===== src/rtl/mc_ctrl_fsm.sv =====
// ---------------------------------------------------------------------------
// mc_ctrl_fsm
//
// Main control FSM for a multicycle MIPS datapath. It steps each instruction
// through fetch, decode, execute, memory and writeback, sharing one memory,
// one ALU, the PC/IR registers and the immediate path. Memory accesses
// (instruction fetch, load, store) hold their state until mem_ready.
//
// Optional feature macro: MC_CTRL_TRAP_EN
//   Defined   - undefined opcodes go through TRAP (PC <- trap vector) and set
//               a sticky illegal_op flag.
//   Undefined - undefined opcodes return to FETCH with no side effects and
//               the illegal_op port is absent.
//
// Parameters:
//   STATE_W   - width of the state register and state_dbg
//   FETCH_INC - 1: PC+4 committed in FETCH, 0: PC write held off in FETCH
//
// Ports:
//   clk            rising-edge clock
//   rst_n          synchronous active-low reset
//   opcode[5:0]    IR[31:26], stable from DECODE until the next FETCH
//   zero           ALU zero flag (consumed by the datapath with pc_write_cond)
//   mem_ready      memory completes its access this cycle
//   pc_write       unconditional PC load
//   pc_write_cond  PC load qualified by zero
//   i_or_d         memory address select: 0 PC, 1 ALUOut
//   mem_read       memory read request
//   mem_write      memory write request
//   ir_write       IR load
//   reg_dst        register destination: 1 rd, 0 rt
//   mem_to_reg     writeback source: 1 MDR, 0 ALUOut
//   reg_write      register file write
//   alu_src_a      ALU A: 0 PC, 1 A
//   alu_src_b[1:0] ALU B: 00 B, 01 const 4, 10 ext imm, 11 ext imm<<2
//   alu_op[1:0]    00 add, 01 sub, 10 funct, 11 logic-imm
//   ext_zero       1 zero-extend imm, 0 sign-extend
//   pc_source[1:0] 00 ALU, 01 ALUOut, 10 jump target, 11 trap vector
//   illegal_op     sticky undefined-opcode flag (MC_CTRL_TRAP_EN only)
//   state_dbg      current state code
// ---------------------------------------------------------------------------
module mc_ctrl_fsm #(
    parameter int STATE_W   = 4,
    parameter bit FETCH_INC = 1'b1
) (
    input  logic               clk,
    input  logic               rst_n,
    input  logic [5:0]         opcode,
    input  logic               zero,
    input  logic               mem_ready,
    output logic               pc_write,
    output logic               pc_write_cond,
    output logic               i_or_d,
    output logic               mem_read,
    output logic               mem_write,
    output logic               ir_write,
    output logic               reg_dst,
    output logic               mem_to_reg,
    output logic               reg_write,
    output logic               alu_src_a,
    output logic [1:0]         alu_src_b,
    output logic [1:0]         alu_op,
    output logic               ext_zero,
    output logic [1:0]         pc_source,
`ifdef MC_CTRL_TRAP_EN
    output logic               illegal_op,
`endif
    output logic [STATE_W-1:0] state_dbg
);

    typedef enum logic [STATE_W-1:0] {
        S_FETCH    = STATE_W'(0),
        S_DECODE   = STATE_W'(1),
        S_MEM_ADDR = STATE_W'(2),
        S_MEM_RD   = STATE_W'(3),
        S_MEM_WB   = STATE_W'(4),
        S_MEM_WR   = STATE_W'(5),
        S_R_EXEC   = STATE_W'(6),
        S_R_WB     = STATE_W'(7),
        S_BRANCH   = STATE_W'(8),
        S_JUMP     = STATE_W'(9),
        S_I_EXEC   = STATE_W'(10),
        S_I_WB     = STATE_W'(11),
        S_TRAP     = STATE_W'(12)
    } state_t;

    state_t r_state;
    state_t w_next;

    logic w_isRType;
    logic w_isLw;
    logic w_isSw;
    logic w_isBeq;
    logic w_isJump;
    logic w_isAddi;
    logic w_isLogicImm;
    logic w_unusedZero;

    // The zero flag is combined with pc_write_cond in the datapath, so the
    // FSM itself never looks at it.
    assign w_unusedZero = zero;

    // Opcode classes used by the decode and execute states.
    assign w_isRType    = (opcode == 6'b000000);
    assign w_isLw       = (opcode == 6'b100011);
    assign w_isSw       = (opcode == 6'b101011);
    assign w_isBeq      = (opcode == 6'b000100);
    assign w_isJump     = (opcode == 6'b000010);
    assign w_isAddi     = (opcode == 6'b001000);
    assign w_isLogicImm = (opcode == 6'b001100) || (opcode == 6'b001101);

    assign state_dbg = r_state;

    // State register; reset returns to FETCH from anywhere, abandoning any
    // access in flight.
    always_ff @(posedge clk) begin
        if (!rst_n) begin
            r_state <= S_FETCH;
        end else begin
            r_state <= w_next;
        end
    end

`ifdef MC_CTRL_TRAP_EN
    logic r_illegalOp;

    // Sticky flag, set on the edge that enters TRAP so it reads 1 while in
    // TRAP and stays set until reset.
    always_ff @(posedge clk) begin
        if (!rst_n) begin
            r_illegalOp <= 1'b0;
        end else if (w_next == S_TRAP) begin
            r_illegalOp <= 1'b1;
        end
    end

    assign illegal_op = r_illegalOp;
`endif

    // Next-state and Moore-style output decode. Only FETCH looks at
    // mem_ready for its strobes, so the IR/PC are loaded on the cycle the
    // fetch completes. Every output defaults to 0.
    always_comb begin
        w_next        = r_state;
        pc_write      = 1'b0;
        pc_write_cond = 1'b0;
        i_or_d        = 1'b0;
        mem_read      = 1'b0;
        mem_write     = 1'b0;
        ir_write      = 1'b0;
        reg_dst       = 1'b0;
        mem_to_reg    = 1'b0;
        reg_write     = 1'b0;
        alu_src_a     = 1'b0;
        alu_src_b     = 2'b00;
        alu_op        = 2'b00;
        ext_zero      = 1'b0;
        pc_source     = 2'b00;

        case (r_state)
            S_FETCH: begin
                mem_read  = 1'b1;
                alu_src_b = 2'b01;
                ir_write  = mem_ready;
                pc_write  = mem_ready & FETCH_INC;
                w_next    = mem_ready ? S_DECODE : S_FETCH;
            end
            S_DECODE: begin
                // Branch target is precomputed here while the opcode decodes.
                alu_src_b = 2'b11;
                if (w_isRType) begin
                    w_next = S_R_EXEC;
                end else if (w_isLw || w_isSw) begin
                    w_next = S_MEM_ADDR;
                end else if (w_isBeq) begin
                    w_next = S_BRANCH;
                end else if (w_isJump) begin
                    w_next = S_JUMP;
                end else if (w_isAddi || w_isLogicImm) begin
                    w_next = S_I_EXEC;
                end else begin
`ifdef MC_CTRL_TRAP_EN
                    w_next = S_TRAP;
`else
                    w_next = S_FETCH;
`endif
                end
            end
            S_MEM_ADDR: begin
                alu_src_a = 1'b1;
                alu_src_b = 2'b10;
                w_next    = w_isLw ? S_MEM_RD : S_MEM_WR;
            end
            S_MEM_RD: begin
                mem_read = 1'b1;
                i_or_d   = 1'b1;
                w_next   = mem_ready ? S_MEM_WB : S_MEM_RD;
            end
            S_MEM_WB: begin
                reg_write  = 1'b1;
                mem_to_reg = 1'b1;
                w_next     = S_FETCH;
            end
            S_MEM_WR: begin
                mem_write = 1'b1;
                i_or_d    = 1'b1;
                w_next    = mem_ready ? S_FETCH : S_MEM_WR;
            end
            S_R_EXEC: begin
                alu_src_a = 1'b1;
                alu_op    = 2'b10;
                w_next    = S_R_WB;
            end
            S_R_WB: begin
                reg_write = 1'b1;
                reg_dst   = 1'b1;
                w_next    = S_FETCH;
            end
            S_BRANCH: begin
                alu_src_a     = 1'b1;
                alu_op        = 2'b01;
                pc_write_cond = 1'b1;
                pc_source     = 2'b01;
                w_next        = S_FETCH;
            end
            S_JUMP: begin
                pc_write  = 1'b1;
                pc_source = 2'b10;
                w_next    = S_FETCH;
            end
            S_I_EXEC: begin
                alu_src_a = 1'b1;
                alu_src_b = 2'b10;
                alu_op    = w_isLogicImm ? 2'b11 : 2'b00;
                ext_zero  = w_isLogicImm;
                w_next    = S_I_WB;
            end
            S_I_WB: begin
                // ALU controls stay as in I_EXEC so ALUOut is not disturbed.
                reg_write = 1'b1;
                alu_op    = w_isLogicImm ? 2'b11 : 2'b00;
                ext_zero  = w_isLogicImm;
                w_next    = S_FETCH;
            end
            S_TRAP: begin
                pc_write  = 1'b1;
                pc_source = 2'b11;
                w_next    = S_FETCH;
            end
            default: begin
                w_next = S_FETCH;
            end
        endcase
    end

endmodule


===== config.mk =====
export PLATFORM = sky130hd
export DESIGN_NAME = mc_ctrl_fsm
export DESIGN_NICKNAME = d
export VERILOG_FILES = /design/src/rtl/mc_ctrl_fsm.sv
export SDC_FILE = /design/constraint.sdc
export NUM_CORES = 1
export LEC_CHECK = 0
export ABC_AREA = 1
export CAP_MARGIN = 20
export CORE_MARGIN = 2
export CORE_UTILIZATION = 40
export DETAILED_ROUTE_END_ITERATION = 8
export HOLD_SLACK_MARGIN = 0.05
export PLACE_DENSITY = 0.83
export SLEW_MARGIN = 15
export SYNTH_ARGS = -nofsm -noshare
export SYNTH_HDL_FRONTEND = slang
export SYNTH_SLANG_ARGS = --single-unit

===== constraint.sdc =====
create_clock -name clk -period 2.7 [get_ports clk]
set_input_delay 0.675 -clock clk [delete_from_list [all_inputs] [get_ports clk]]
set_output_delay 0.675 -clock clk [all_outputs]
set_load 0.05 [all_outputs]

==> results.cfg <==
[power]
power.density_mw_per_mm2 = 252
ir_worst_vdd_mv = 0.172
p_leak_uw = 0.000485

[routing]
totalWireLength_mm = 1.54
vias = 744
dr.pass1.iters = 4
viasPerCell = 4.86
drtAntennaViolNets = 0
avgRoutedWirePerCell_um = 10.1
drc = 0
drt-initial-drc-count = 8

[logic_synthesis]
yosysSeqAreaShare_pct = 14.7
synth-seq-cells = 4
synth.area.top_cells = nand2_1 (15%), dfxtp_1 (15%), nor2_1 (15%), nand3_1 (12%), inv_1 (10%)
yosysWarnings = 0
synth_top_cell_by_area = nand2_1
syn_area_per_cell_um2 = 5.27
yosys.cell_types.count = 18
netlist_instances = 103
synthesis.nets = 113
synth.cell_area_um2 = 543
netlist.area_leader.share_pct = 15.2

[hold_path]
hold_path.class = flip-flop to flip-flop

[floorplanning]
die_x_um = 40.8
dieArea_mm2 = 0.00167
top_level_ports = 31
core_area_mm2 = 0.00128
die_height_um = 40.8
num_rows = 13
start_util_pct = 42.3

[place]
dpl_cell_area_um2 = 923
dp.cells = 149
gp_congestion = 0.781
io_buffers = 29
hpwlAfterDp_mm = 1.28

[global_routing]
grt_first_pass_wirelength_mm = 2.38
grt_pass1_vias = 613
grt_start_max_net_pins = 8
antenna_found_initial = 0
grt_overflow = 0
track_usage_pct = 20.9

[critical_path]
cp.required_ns = 2.03
crit_buf_inv = 2
worst-setup-path-type = flip-flop to output port
path_max_fanout = 7
start_kind = flip-flop
worst_setup_path_end_kind = output port
cpPeakStageDelay_ns = 0.79
worstPathArrival_ns = 1.95
path_cells = inv_2, nand2_2, nor2_1, o21a_1, clkdlybuf4s50_1
critical-path-top-delay-family = buffers and inverters
critPathSlowestCell = clkdlybuf4s50_1

[clocking]
clk_path_buf_depth = 2
cts_sinks = 4
cts-htree-levels = 1
cts-root-buf = clkbuf_4
clock_latency_ns = 0.24
ctsHoldBuffers = 0
cts_buffers = 3
cts_tree = built
clk_pin_slew_worst_paths_ns = 0.04

[layout]
largest_register_ffs = 4
fin_area_um2 = 967
layout-drive-gt1-share_pct = 23.9
diodes = 0
synthToLayoutAreaGrowth_pct = 78.1
register_area_um2 = 80.1
final_util_pct = 75.3
fin_nets = 150
final_cell_count_no_fill = 153
multi_input_area_um2 = 412
fill_cells = 116

[timing]
period_needed_ns = 2.62
grt_setup_unrepaired = no
finalCritPeriodShare_pct = 97.0
final.setup_skew_ns = 0.00171
tns_ns = 0
slew_violations = 0
worst_pin_slew_ns = 0.506
hold_viol = 0
setup_viol = 0
fmax_mhz = 382
slew_headroom_pct = 66.2
holdWs_ns = 0.750

[status]
status = finished clean

[run]
drv_cap = 0
final cells by class:
class | count | share of cell area (%)
Sequential cell | 4 | 8.28
Tap cell | 15 | 1.94
Multi-Input combinational cell | 80 | 42.6
Inverter | 19 | 7.37
Clock buffer | 3 | 2.33
Timing Repair Buffer | 32 | 37.5
cells in the final DEF (no fill, tap or decap), drive strengths merged, types with 2 or more instances in the layout:
cell type / synthesis / layout
clkdlybuf4s50: 0 / 22
clkbuf: 0 / 3
buf: 0 / 9
nand3: 14 / 14
nor2: 27 / 27
a21oi: 3 / 3
o22ai: 2 / 2
dfxtp: 4 / 4
o21ai: 4 / 4
inv: 19 / 19
nand2: 27 / 27
cell usage after synthesis:
master,n
nand2_1,22
nor2_1,21
inv_1,15
nand3_1,13
dfxtp_1,4
inv_2,4
nand2_2,4
a21oi_1,3
nor2_2,3
nor2_4,3
o21ai_0,3
o22ai_1,2
nand2_4,1
nand3_2,1
nor3_1,1
o21a_1,1
o21ai_1,1
or2_1,1
report_power, final:
part	switching (uW)	internal, uW	leakage, uW
sequential	2.55	60.8	0.0000325
combinational	60.1	41.8	0.000438
clock	28.7	50.0	0.0000138
repair_timing:
item / CTS / global route
buffers inserted: 0 / 1
pin swaps: 0 / 1
setup endpoints to repair: 1 / 4
resized for setup: 2 / 3
per-layer routing:
layer | wire, um | vias to the layer above | part of all wire, % | track usage (%)
met3 | 119 | 2 | 7.7 | 1.63
li1 | - | 393 | - | -
met5 | 0 | - | 0 | 0
met1 | 586 | 314 | 38 | 21.8
met4 | 19 | 0 | 1.2 | 5.00
met2 | 815 | 35 | 53 | 43.0
cells by family (layout without fill, tap and decap cells):
| kind of cell | Yosys count | after routing | synth area share (%) |
|---|---|---|---|
| simple gates | 70 | 70 | 62.0 |
| buf+inv | 19 | 54 | 13.1 |
| flops | 4 | 4 | 14.7 |
| compound gates | 10 | 10 | 10.1 |
worst min-delay path, delay by kind of cell (launching register included):
family / cells / cell delay [ns]
AOI/OAI and AO/OA: 1 / 0.07
DFF: 1 / 0.45
and+or+nand+nor: 2 / 0.18
metrics by stage:
step / worst slack [ns] / total power (uW)
floorplan: -0.223 / 120
global placement: 0.0207 / 163
detailed placement: -0.0263 / 165
CTS: 0.0279 / 242
global route: 0.00437 / 252
finish: 0.0798 / 244
final timing paths:
path | to | from | slack (ns) | cells after the start
worst max-delay path | alu_src_a | state_dbg[1] | 0.08 | 5
worst min register to register | state_dbg[3] | state_dbg[0] | 0.75 | 3
worst min-delay path | state_dbg[3] | state_dbg[0] | 0.75 | 3
worst max register to register | state_dbg[0] | state_dbg[2] | 1.42 | 7
Note: power is estimated with default switching activity, not from simulation.
